==> src/rtl/moore_seq_detector.sv <==
// Moore serial pattern detector: tracks the longest matched prefix of PATTERN
// (KMP failure rule), raises out while the full pattern is matched, counts matches.
module moore_seq_detector #(
    parameter int               PAT_W   = 4,
    parameter logic [PAT_W-1:0] PATTERN = 4'b1011,
    parameter bit               OVERLAP = 1'b1,
    parameter int               CNT_W   = 8
) (
    input  logic                       clk,
    input  logic                       rst,
    input  logic                       en,
    input  logic                       in,
    input  logic                       clr_cnt,
    output logic                       out,
    output logic [$clog2(PAT_W+1)-1:0] state_o,
    output logic [CNT_W-1:0]           match_cnt,
    output logic                       cnt_sat
);

    localparam int SW = $clog2(PAT_W + 1);

    typedef logic [SW-1:0] state_t;

    localparam state_t           S0       = {SW{1'b0}};
    localparam state_t           S_FULL   = SW'(PAT_W);
    localparam logic [CNT_W-1:0] CNT_MAX  = {CNT_W{1'b1}};
    localparam logic [CNT_W-1:0] CNT_ONE  = {{(CNT_W-1){1'b0}}, 1'b1};
    localparam logic [CNT_W-1:0] CNT_ZERO = {CNT_W{1'b0}};

    state_t           state_r;
    state_t           base_s;
    state_t           next_s;
    logic             hit_s;
    logic             out_r;
    logic [CNT_W-1:0] cnt_r;
    logic             sat_r;

    // Longest pattern prefix that is a suffix of (prefix of length cur) followed by b.
    function automatic state_t kmp_next(input state_t cur, input logic b);
        int   k;
        int   best;
        int   pos;
        logic ok;
        logic sbit;
        k    = int'(cur);
        best = 0;
        for (int j = 1; j <= PAT_W; j++) begin
            ok = (j <= k + 1);
            for (int i = 0; i < PAT_W; i++) begin
                if (ok && (i < j)) begin
                    pos = k + 1 - j + i;
                    if (pos == k) begin
                        sbit = b;
                    end else begin
                        sbit = PATTERN[PAT_W-1-pos];
                    end
                    if (sbit != PATTERN[PAT_W-1-i]) begin
                        ok = 1'b0;
                    end else begin
                        ok = ok;
                    end
                end else begin
                    ok = ok;
                end
            end
            if (ok) begin
                best = j;
            end else begin
                best = best;
            end
        end
        return best[SW-1:0];
    endfunction

    // Next-state decode; non-overlapping mode restarts from empty after a full match.
    always_comb begin
        base_s = state_r;
        if (state_r > S_FULL) begin
            base_s = S0;
        end else if ((state_r == S_FULL) && !OVERLAP) begin
            base_s = S0;
        end else begin
            base_s = state_r;
        end
        next_s = kmp_next(base_s, in);
        hit_s  = en && (next_s == S_FULL);
    end

    // State, registered match flag and saturating match counter.
    always_ff @(posedge clk or negedge rst) begin
        if (!rst) begin
            state_r <= S0;
            out_r   <= 1'b0;
            cnt_r   <= CNT_ZERO;
            sat_r   <= 1'b0;
        end else begin
            if (state_r > S_FULL) begin
                state_r <= S0;
                out_r   <= 1'b0;
            end else if (en) begin
                state_r <= next_s;
                out_r   <= (next_s == S_FULL);
            end else begin
                state_r <= state_r;
                out_r   <= out_r;
            end

            // Clear takes priority, so a coinciding match is dropped.
            if (clr_cnt) begin
                cnt_r <= CNT_ZERO;
                sat_r <= 1'b0;
            end else if (hit_s && (cnt_r != CNT_MAX)) begin
                cnt_r <= cnt_r + CNT_ONE;
                sat_r <= sat_r | (cnt_r == (CNT_MAX - CNT_ONE));
            end else begin
                cnt_r <= cnt_r;
                sat_r <= sat_r;
            end
        end
    end

    assign out       = out_r;
    assign state_o   = state_r;
    assign match_cnt = cnt_r;
    assign cnt_sat   = sat_r;

endmodule
==> config.mk <==
export PLATFORM = sky130hd
export DESIGN_NAME = moore_seq_detector
export DESIGN_NICKNAME = d
export VERILOG_FILES = /design/src/rtl/moore_seq_detector.sv
export SDC_FILE = /design/constraint.sdc
export NUM_CORES = 1
export LEC_CHECK = 0
export BUFFER_PORTS_ARGS = -buffer_cell sky130_fd_sc_hd__buf_4
export CORE_ASPECT_RATIO = 1.2
export CORE_MARGIN = 1
export CORE_UTILIZATION = 41
export CTS_CLUSTER_SIZE = 30
export DETAILED_ROUTE_END_ITERATION = 8
export GPL_ROUTABILITY_DRIVEN = 0
export PLACE_DENSITY = 0.73
export SLEW_MARGIN = 40
export SYNTH_ARGS = -nofsm -noshare
export SYNTH_HDL_FRONTEND = slang
export SYNTH_SLANG_ARGS = --single-unit
export TNS_END_PERCENT = 10
==> constraint.sdc <==
create_clock -name clk -period 3.9 [get_ports clk]
set_input_delay 0.78 -clock clk [delete_from_list [all_inputs] [get_ports clk]]
set_output_delay 0.78 -clock clk [all_outputs]
set_load 0.01 [all_outputs]
==> results of run 1 <==
==> per-layer routing <==
metal / global-route usage [%] / vias up
met1: 19.8 / 443
met3: 2.84 / 6
met2: 31.1 / 28
met5: 0 / -
met4: 10.9 / 0
li1: - / 469
==> sequential cells by signal (all words and copies together) (netlist names) <==
name / count
state_o: 3
out: 1
match_cnt: 8
cnt_sat: 1
==> worst register-to-register path: stages (launching register included) <==
cell and delay, ps:
dfrtp_1 500, or2b_1 340, inv_1 100, ha_1 410, xnor2_1 180, ha_1 200, o21ai_0 90, o21ai_1 310
ha_1 260, inv_1 50, ha_1 290, xnor2_1 170, a21oi_1 60, o31ai_1 240, o211a_1 180
==> power breakdown <==
part	leakage [uW]	internal [uW]	total, uW	switching [uW]
Combinational	0.000345	203	465	261
Sequential	0.000180	147	169	22.2
Clock	0.0000150	39.7	83.8	44.0
Total	0.000540	390	718	328
==> metrics by stage <==
| step | worst slack, ps | hold slack [ps] | instances | cell area, um^2 | total power, uW |
|---|---|---|---|---|---|
| after global placement | 629 | 498 | 172 | 1230 | 618 |
| after floorplan | 797 | 484 | 126 | 1090 | 537 |
| after detailed placement | 515 | 510 | 172 | 1230 | 635 |
| after global routing | 180 | 323 | 176 | 1260 | 790 |
| after CTS | 475 | 334 | 176 | 1260 | 722 |
| final | 473 | 327 | 176 | 1260 | 718 |
==> cell usage in the layout, fill, tap and decap left out, types with 2 or more instances in the layout <==
master,instances
inv_1,9
buf_4,17
nand2b_1,3
or2_2,3
nand3_1,5
dfrtp_1,13
a21oi_1,6
ha_1,11
nand4_1,2
nor3_1,4
nor2b_1,2
nor4b_2,2
nand2_1,7
xnor2_1,8
or3_1,2
clkbuf_4,3
nor2_1,16
o21ai_1,3
o21ai_0,4
a211oi_1,2
==> cells by family (layout without fill, tap and decap cells) <==
family          after synthesis  in the layout  synth area share [%]
compound gates               24             24                  13.9
simple gates                 54             54                  29.4
buf+inv                      13             30                  5.84
mux                           1              1                 0.916
flops                        13             13                  29.8
fa+ha+maj                    11             11                  12.6
other cells                   1              1                 0.343
xor+xnor                      9              9                  7.22
==> synthesized netlist by cell type, types with 2 or more instances <==
master     n  area, um^2
nor3_1     4        20.0
or2_2      3        18.8
o21ai_1    3        15.0
ha_1      11         138
buf_4      2        15.0
dfrtp_1   13         325
nor2_1    16        60.1
o21ai_0    4        20.0
nand4_1    2        12.5
nand2_1    7        26.3
a211oi_1   2        15.0
inv_1      9        33.8
or3_1      2        12.5
xnor2_1    8        70.1
nand3_1    5        25.0
nand2b_1   3        18.8
nor2b_1    2        12.5
nor4b_2    2        30.0
a21oi_1    6        30.0
==> worst min-delay path by stage <==
stage	depth (start not counted)	startpoint	end	slack [ps]
final	1	rst	match_cnt[5]	330
after global routing	1	rst	match_cnt[6]	320
after CTS	1	rst	match_cnt[7]	330
after detailed placement	2	cnt_sat	cnt_sat	510
after global placement	2	cnt_sat	cnt_sat	500
after floorplan	0	rst	cnt_sat	480
==> final cells by class <==
type / instances / area [um^2] / share of cell area [%]
clock buffer: 4 / 26.3 / 2.09
inverter: 9 / 33.8 / 2.69
multi-input combinational: 100 / 703 / 55.9
sequential: 13 / 325 / 25.9
tap: 33 / 41.3 / 3.28
timing repair buffer: 17 / 128 / 10.1
==> out/metrics.cfg, run 1 <==
[clocking]
htree_levels=1
cts_root_buf=clkbuf_4
clock_path_buffers=2
numCtsBuffers=3
clock_sinks=13
holdBufCountCts=0
cts_setup_buffers=0
tritoncts=done
clkSlewWorstSetupHoldPaths_ps=80
clk_latency_ps=280
ctsResizeCount=0

[global_route]
track_usage_pct=17.6
grt_pass1_wl_mm=3.88
grt_max_degree=14
grt.overflow.total=0
antenna_found_initial=0
grt_pass1_vias=915

[routing]
wl_met3_um=97
dr.max_layer_used=met4
drt-pass1-iter-count=5
dr_wl_met2_mm=1.09
vias=946
ant_nets=0
met1_length_um=933
wire_per_inst_um=12.4
drt_iter0_drc=25
drc=0
viasPerCell=5.38
drt_wl_total_mm=2.18

[worst_setup_path]
timing.rr.end=state_o[0]
worst_ep_arrival_time_ps=3650
required_ps=4120
path_common_cell=ha_1
rrSetupSlack_ps=470
critical_path.endpoint=state_o[0]
critPathBufInv=2
critPathSlowestCell=dfrtp_1
crit_type=register to register
cpPeakStageDelay_ps=500
crit_chain=or2b_1 > inv_1 > ha_1 > xnor2_1 > ha_1 > o21ai_0 > o21ai_1 > ha_1 > inv_1 > ha_1 > xnor2_1 > a21oi_1 > o31ai_1 > o211a_1
critPathTopFamily=adder cells
rr_worst_depth=14
crit_fanout=12
crit_path_end_kind=register
crit_start=state_o[2]
worstSetupPathDepth=14
critPathLaunchType=register
r2r-start=state_o[2]

[timing]
period_needed_ps=3430
skew_ps=1.13
drv_slew=0
finalHoldViolations=0
setup_tns_ps=0
setup_viol_count_final=0
min_period_over_period_pct=87.9
fmax_mhz=292
rsz0062_at_grt=no

[final_layout]
layout.nets=160
drive_gt1_share_pct=21.0
n_fill_cell=250
syn2layout_area_growth_pct=15.1
antenna-diode-count=0
post-route-util_pct=49.8

[floorplan]
start_util_pct=43.2
row_count=20
die_h_um=58.5
coreArea_mm2=0.00253
dieWidth_um=49.1
dieArea_mm2=0.00288
pin_count=18

[logic_synthesis]
avgSynthCellArea_um2=8.67
synth_cell_types=41
ys_dominant_reg_cell=dfrtp_1
synth-warning-count=0
synthArstFlopShare_pct=100
syn_inst=126
seq_area_frac_synth_pct=29.8
syn-cell-area_mm2=0.00109
synth_edf_count=0
synth_nets=142
ys_seq_elements=13

[power_and_ir_drop]
leakage_uw=0.000540
ir_worst_vdd_v=0.000416
powerDensity_mw_per_mm2=571

[placed_design]
dpl.hpwl_mm=1.70
portBuffers=17

[run]
cap_violations=0

[hold_path]
hold_class=input port to async pin

[status]
status=finished clean

Power figures use the tool's default switching activity.
==> run 2, diff against run 1 <==
--- a/config.mk
+++ b/config.mk
@@ -5,6 +5,7 @@
 export SDC_FILE = /design/constraint.sdc
 export NUM_CORES = 1
 export LEC_CHECK = 0
+export ABC_AREA = 1
 export BUFFER_PORTS_ARGS = -buffer_cell sky130_fd_sc_hd__buf_4
 export CORE_ASPECT_RATIO = 1.2
 export CORE_MARGIN = 1
==> run 2 against run 1 <==
Against the previous run: hold slack better by 1.8 ps; sequential share of layout area is 0.43 points lower; synthesized area grew 0.57%; cell count rose by 13%; register-to-register slack improved by 420 ps; flip-flop and latch count is the same; clock power increased by 2.7%; critical path depth increased by 7; synthesized cell count up 17%; sequential power down 7%; worst setup slack better by 420 ps; largest cell class unchanged; highest routed layer unchanged.
==> out/metrics.cfg, run 2 <==
[worst_setup_path]
critPathLaunchType=register  ; unchanged
crit_path_end_kind=register  ; unchanged
required_ps=4080  ; was 4120 ps
crit_fanout=6  ; was 12
worst_ep_arrival_time_ps=3180  ; was 3650 ps
crit_type=register to register  ; unchanged

[placed_design]
dpl.hpwl_mm=1.79  ; was 1.70 mm
portBuffers=17  ; unchanged

[logic_synthesis]
synth_top_area_share_pct=29.6  ; was 29.8%
syn-cell-area_mm2=0.00110  ; was 0.00109 mm^2
ys_dominant_reg_cell=dfrtp_1  ; unchanged
synthArstFlopShare_pct=100  ; unchanged
synth_cell_types=28  ; was 41
yosys-top-cells-count=nand2_1 (35), inv_1 (17), nand3_1 (17)  ; was nor2_1 (16), dfrtp_1 (13), ha_1 (11)
synth_nets=163  ; was 142
avgSynthCellArea_um2=7.47  ; was 8.67 um^2
ys_top_cells_by_area=dfrtp_1 (30%), ha_1 (13%), nand2_1 (12%), nand3_1 (7.7%), inv_1 (5.8%)  ; was dfrtp_1 (30%), ha_1 (13%), xnor2_1 (6.4%), nor2_1 (5.5%), inv_1 (3.1%)
ys_seq_elements=13  ; unchanged
synth_edf_count=0  ; unchanged
synth_area_leader_cell=dfrtp_1  ; unchanged
synth-warning-count=0  ; unchanged
yosysMostFrequentCell=nand2_1  ; was nor2_1
syn_inst=147  ; was 126
seq_area_frac_synth_pct=29.6  ; was 29.8%

[routing]
wire_per_inst_um=11.7  ; was 12.4 um
viasPerCell=5.06  ; was 5.38
ant_nets=0  ; unchanged
drt_wl_total_mm=2.33  ; was 2.18 mm
drt_iter0_drc=11  ; was 25
vias=1007  ; was 946
drc=0  ; unchanged
drt-pass1-iter-count=4  ; was 5

[final_layout]
layout.nets=183  ; was 160
largest_reg_flops=8  ; unchanged
final_common_cell=nand2_1  ; was buf_4
drive_gt1_share_pct=21.7  ; was 21.0%
antenna-diode-count=0  ; unchanged
final_cell_mix=nand2_1 (35), inv_1 (17), nand3_1 (17), buf_4 (17), dfrtp_1 (13)  ; was buf_4 (17), nor2_1 (16), dfrtp_1 (13)
syn2layout_area_growth_pct=16.4  ; was 15.1%

[timing]
slew_headroom_pct=60.0
rsz0062_at_grt=no  ; unchanged
drv_slew=0  ; unchanged
min_period_over_period_pct=77.1  ; was 87.9%
period_needed_ps=3010  ; was 3430 ps
fmax_mhz=333  ; was 292 MHz
worst_pin_slew_ps=599
skew_ps=0.963  ; was 1.13 ps
setup_tns_ps=0  ; unchanged
finalHoldViolations=0  ; unchanged
setup_viol_count_final=0  ; unchanged

[power_and_ir_drop]
power_uw=568  ; was 718 uW
ir_worst_vdd_v=0.000250  ; was 0.000416 V
leakage_uw=0.000742  ; was 0.000540 uW
powerDensity_mw_per_mm2=444  ; was 571 mW/mm^2

[global_route]
antenna_found_initial=0  ; unchanged
track_usage_pct=17.9  ; was 17.6%
grt_max_degree=18  ; was 14
grt.overflow.total=0  ; unchanged
grt_pass1_vias=912  ; was 915
grt_pass1_wl_mm=3.94  ; was 3.88 mm

[run]
cap_violations=0  ; unchanged

[floorplan]
row_count=20  ; unchanged
coreArea_mm2=0.00253  ; unchanged
dieArea_mm2=0.00289  ; was 0.00288 mm^2
die_h_um=58.7  ; was 58.5 um
pin_count=18  ; unchanged
dieWidth_um=49.3  ; was 49.1 um
start_util_pct=43.5  ; was 43.2%

[clocking]
htree_levels=1  ; unchanged
clock_sinks=13  ; unchanged
holdBufCountCts=0  ; unchanged
tritoncts=done  ; unchanged
clk_latency_ps=280  ; about the same
clkSlewWorstSetupHoldPaths_ps=80  ; about the same
clock_path_buffers=2  ; unchanged
ctsResizeCount=0  ; unchanged
cts_setup_buffers=0  ; unchanged
numCtsBuffers=3  ; unchanged
cts_root_buf=clkbuf_4  ; unchanged

[status]
status=finished clean  ; unchanged

[hold_path]
hold_class=input port to async pin  ; unchanged

==> run 2: cell count changes after synthesis, moves of 5 or more <==
| cell | previous run | this run |
|---|---|---|
| inv_1 | 9 | 17 |
| nand2_1 | 7 | 35 |
| nand2_2 | 0 | 6 |
| nand3_1 | 5 | 17 |
| nand4_1 | 2 | 10 |
| nor2_1 | 16 | 8 |
| xnor2_1 | 8 | 1 |
| xor2_1 | 1 | 6 |
==> run 2: kinds of logic after synthesis <==
family	count (synthesis)	synth area share (%)
simple gates	85	38.3
compound gates	9	5.81
other cells	1	0.341
xor+xnor	7	5.58
fa+ha+maj	11	12.5
buf+inv	21	7.86
flops	13	29.6
==> run 2: worst paths after layout <==
path	from	end	slack, ps	cells past startpoint
worst min-delay path	rst	match_cnt[7]	330	1
worst max register to register	state_o[0]	state_o[0]	890	21
min in group clk	out	out	490	2
max in group asynchronous	rst	state_o[1]	3410	1
worst min register to register	out	out	490	2
worst max-delay path	state_o[0]	state_o[0]	890	21
==> run 2: through the flow <==
step / instance area (um^2) / hold slack [ps] / cells / worst slack (ps) / util (%)
floorplan: 1100 / 484 / 147 / 1200 / -
global placement: 1250 / 469 / 195 / 1020 / 49.6
detailed placement: 1250 / 467 / 195 / 905 / 49.6
CTS: 1280 / 331 / 199 / 882 / 50.6
global route: 1280 / 328 / 199 / 595 / 50.6
finish: 1280 / 329 / 199 / 895 / 50.6
==> run 2: layout make-up <==
| type | instances | area (um^2) |
|---|---|---|
| tap | 33 | 41.3 |
| multi-input combinational | 113 | 687 |
| fill | 259 | 1250 |
| timing repair buffer | 17 | 128 |
| sequential | 13 | 325 |
| inverter | 19 | 71.3 |
| clock buffer | 4 | 26.3 |
==> run 2: metal layers <==
metal / track usage, % / wire length (um)
met1: 18.9 / 1010
met2: 35.6 / 1240
met3: 1.55 / 42
met4: 7.56 / 36
met5: 0 / 0
==> run 2: critical path, cell delays in order, from the launching register on <==
cell and delay (ps):
dfrtp_1 450, o21ai_2 220, nand2_1 190, inv_2 130
ha_1 210, inv_1 90, nand2_1 110, nand2_1 70
ha_1 200, nand2_1 150, inv_1 60, ha_1 200
inv_1 60, ha_1 230, xor2_1 160, nand2_1 70
nand2_1 60, nor2_1 40, nand2_1 60, nand2_1 50
nand2_1 50, nand2_1 50
==> run 2: report_power, final <==
| group | switching [uW] | internal [uW] | total (uW) |
|---|---|---|---|
| logic | 197 | 127 | 324 |
| registers | 13.6 | 144 | 157 |
| clock network | 46.4 | 39.7 | 86.1 |
==> run 3, diff against run 2 <==
==> constraint.sdc (replaced) <==
create_clock -name clk -period 2.85 [get_ports clk]
set_input_delay 0.57 -clock clk [delete_from_list [all_inputs] [get_ports clk]]
set_output_delay 0.57 -clock clk [all_outputs]
set_load 0.01 [all_outputs]
==> run 3 against run 2 <==
Against the previous run: clock power increased by 32%; critical path depth decreased by 1; maximum frequency increased by 15%; wire length increased by 9.7%; utilization increased by 4.0 points.
==> out/metrics.cfg, run 3 (synthesis gave the netlist of run 2 again) <==
[status]
status=finished clean  ; unchanged

[final_layout]
drive_gt1_share_pct=30.1  ; was 21.7%
final_common_cell=nand2_1  ; unchanged
post-route-util_pct=54.6  ; was 50.6%
syn2layout_area_growth_pct=25.6  ; was 16.4%
fin_area_mm2=0.00138  ; was 0.00128 mm^2
antenna-diode-count=0  ; unchanged
final_cell_mix=nand2_1 (32), buf_4 (24), inv_1 (17), nand3_1 (17), dfrtp_1 (12)  ; was nand2_1 (35), inv_1 (17), nand3_1 (17), buf_4 (17), dfrtp_1 (13)
layout.nets=190  ; was 183
largest_reg_flops=8  ; unchanged

[timing]
slew_headroom_pct=62.6  ; was 60.0%
min_period_over_period_pct=91.3  ; was 77.1%
setup_viol_count_final=0  ; unchanged
worst_pin_slew_ps=559  ; was 599 ps
finalHoldViolations=0  ; unchanged
fin_ws_ps=247  ; was 895 ps
fmax_mhz=384  ; was 333 MHz
drv_slew=0  ; unchanged
skew_ps=4.83  ; was 0.963 ps
period_needed_ps=2600  ; was 3010 ps

[global_route]
track_usage_pct=18.8  ; was 17.9%
grt_max_degree=18  ; unchanged
grt.overflow.total=0  ; unchanged
grt_pass1_wl_mm=4.29  ; was 3.94 mm
antenna_found_initial=0  ; unchanged
grt_pass1_vias=1066  ; was 912

[hold_path]
hold_class=input port to async pin  ; unchanged

[worst_setup_path]
critPathLaunchType=register  ; unchanged
crit_path_end_kind=register  ; unchanged
crit_type=register to register  ; unchanged
crit_chain=o21ai_2 > nand2_2 > inv_4 > ha_4 > nand3_1 > nand2_1 > ha_2 > nand2_2 > inv_1 > ha_2 > inv_1 > ha_1 > xor2_1 > nand2_1 > nand2_1 > nor2_1 > nand2_1 > nand2_1 > nand2_1 > nand2_1  ; was o21ai_2 > nand2_1 > inv_2 > ha_1 > inv_1 > nand2_1 > nand2_1 > ha_1 > nand2_1 > inv_1 > ha_1 > inv_1 > ha_1 > xor2_1 > nand2_1 > nand2_1 > nor2_1 > nand2_1 > nand2_1 > nand2_1 > nand2_1
cpPeakStageDelay_ps=420  ; was 450 ps
required_ps=3020  ; was 4080 ps
crit_fanout=4  ; was 6
critPathSlowestCell=dfrtp_1  ; unchanged
path_common_cell=nand2_1  ; unchanged
worst_ep_arrival_time_ps=2780  ; was 3180 ps

[placed_design]
portBuffers=17  ; unchanged
place_ws_ps=67.7  ; was 905 ps
place_area_mm2=0.00129  ; was 0.00125 mm^2
dpl.hpwl_mm=1.96  ; was 1.79 mm

[power_and_ir_drop]
switching_share_pct=43.4  ; was 45.3%
p_clk_share_pct=12.9  ; was 15.2%
powerDensity_mw_per_mm2=639  ; was 444 mW/mm^2
comb_power_share_pct=63.3  ; was 57.1%
seq_power_share_pct=23.7  ; was 27.7%
internal_power_uw=499  ; was 311 uW
ir_worst_vdd_v=0.000448  ; was 0.000250 V
power.net_switching_uw=383  ; was 257 uW
power_uw=882  ; was 568 uW
leakage_uw=0.000770  ; was 0.000742 uW

[floorplan]
row_count=20  ; unchanged
start_util_pct=43.5  ; unchanged
die_h_um=58.7  ; unchanged
coreArea_mm2=0.00253  ; unchanged
dieArea_mm2=0.00289  ; unchanged
pin_count=18  ; unchanged
dieWidth_um=49.3  ; unchanged

[clocking]
clkSlewWorstSetupHoldPaths_ps=80  ; about the same
clk_latency_ps=270  ; was 280 ps
tritoncts=done  ; unchanged
clock_sinks=13  ; unchanged
clock_path_buffers=2  ; unchanged
holdBufCountCts=0  ; unchanged
cts_root_buf=clkbuf_4  ; unchanged
numCtsBuffers=3  ; unchanged
htree_levels=1  ; unchanged

[routing]
ant_nets=0  ; unchanged
wire_per_inst_um=12.4  ; was 11.7 um
drt_iter0_drc=24  ; was 11
vias=1086  ; was 1007
drt_wl_total_mm=2.55  ; was 2.33 mm
viasPerCell=5.27  ; was 5.06
drc=0  ; unchanged
drt-pass1-iter-count=4  ; unchanged

[run]
cap_violations=0  ; unchanged

run 3: cell types whose count changed in the layout (fill, tap and decap cells not counted):
cell and change:
ha_2 +2, buf_4 +7, ha_4 +2, nand2_2 +3
inv_4 +1, inv_2 -1, dfrtp_2 +1, nor2_1 -1
ha_1 -4, nor2_4 +1, nand2_1 -3, dfrtp_1 -1
run 3: what timing repair did:
action | in CTS | in global routing
setup buffers | 0 | 2
resized for setup | 0 | 12
setup endpoints to repair | 0 | 1
run 3: final timing paths:
check	from	endpoint	slack, ps	cells after the start
worst max-delay path	state_o[1]	state_o[0]	250	20
worst min-delay path	rst	match_cnt[3]	120	1
worst max register to register	state_o[1]	state_o[0]	250	20
worst min register to register	out	out	480	2
max in group asynchronous	rst	state_o[2]	2540	1
min in group clk	clr_cnt	match_cnt[1]	470	2
run 3: power by group through the flow:
stage	Combinational, uW	Clock, uW	Sequential (uW)
2_1_floorplan	343	0	222
3_3_place_gp	473	0	213
3_5_place_dp	495	0	213
4_1_cts	496	115	210
5_1_grt	630	126	211
6_report	559	114	209
run 3: worst max-delay path: cells and delay by family (launching register included):
| family | cells | cell delay, ps |
|---|---|---|
| adder cells (fa/ha/maj) | 4 | 800 |
| AND/OR/NAND/NOR | 11 | 730 |
| flip-flops | 1 | 420 |
| AO/OA/AOI/OAI | 1 | 220 |
| buffers and inverters | 3 | 200 |
| XOR/XNOR | 1 | 130 |
run 3: layout make-up:
| cell class | count | area (um^2) |
|---|---|---|
| multi-input combinational | 113 | 732 |
| fill | 237 | 1150 |
| sequential | 13 | 327 |
| tap | 33 | 41.3 |
| inverter | 19 | 73.8 |
| timing repair buffer | 24 | 180 |
| clock buffer | 4 | 26.3 |
run 3: metal layers:
layer  vias to the layer above  track usage [%]  routed length, um
met5                         -                0                  0
met3                         6             1.03                 54
met2                        19             37.8               1450
met1                       526             20.0               1020
met4                         0             8.40                 35
li1                        535                -                  -
run 3: through the flow:
step,setup TNS [ps],instances,hold slack (ps)
floorplan,0,147,274
global placement,0,200,425
detailed placement,0,200,426
CTS,0,204,134
global route,-20.0,206,125
finish,0,206,123
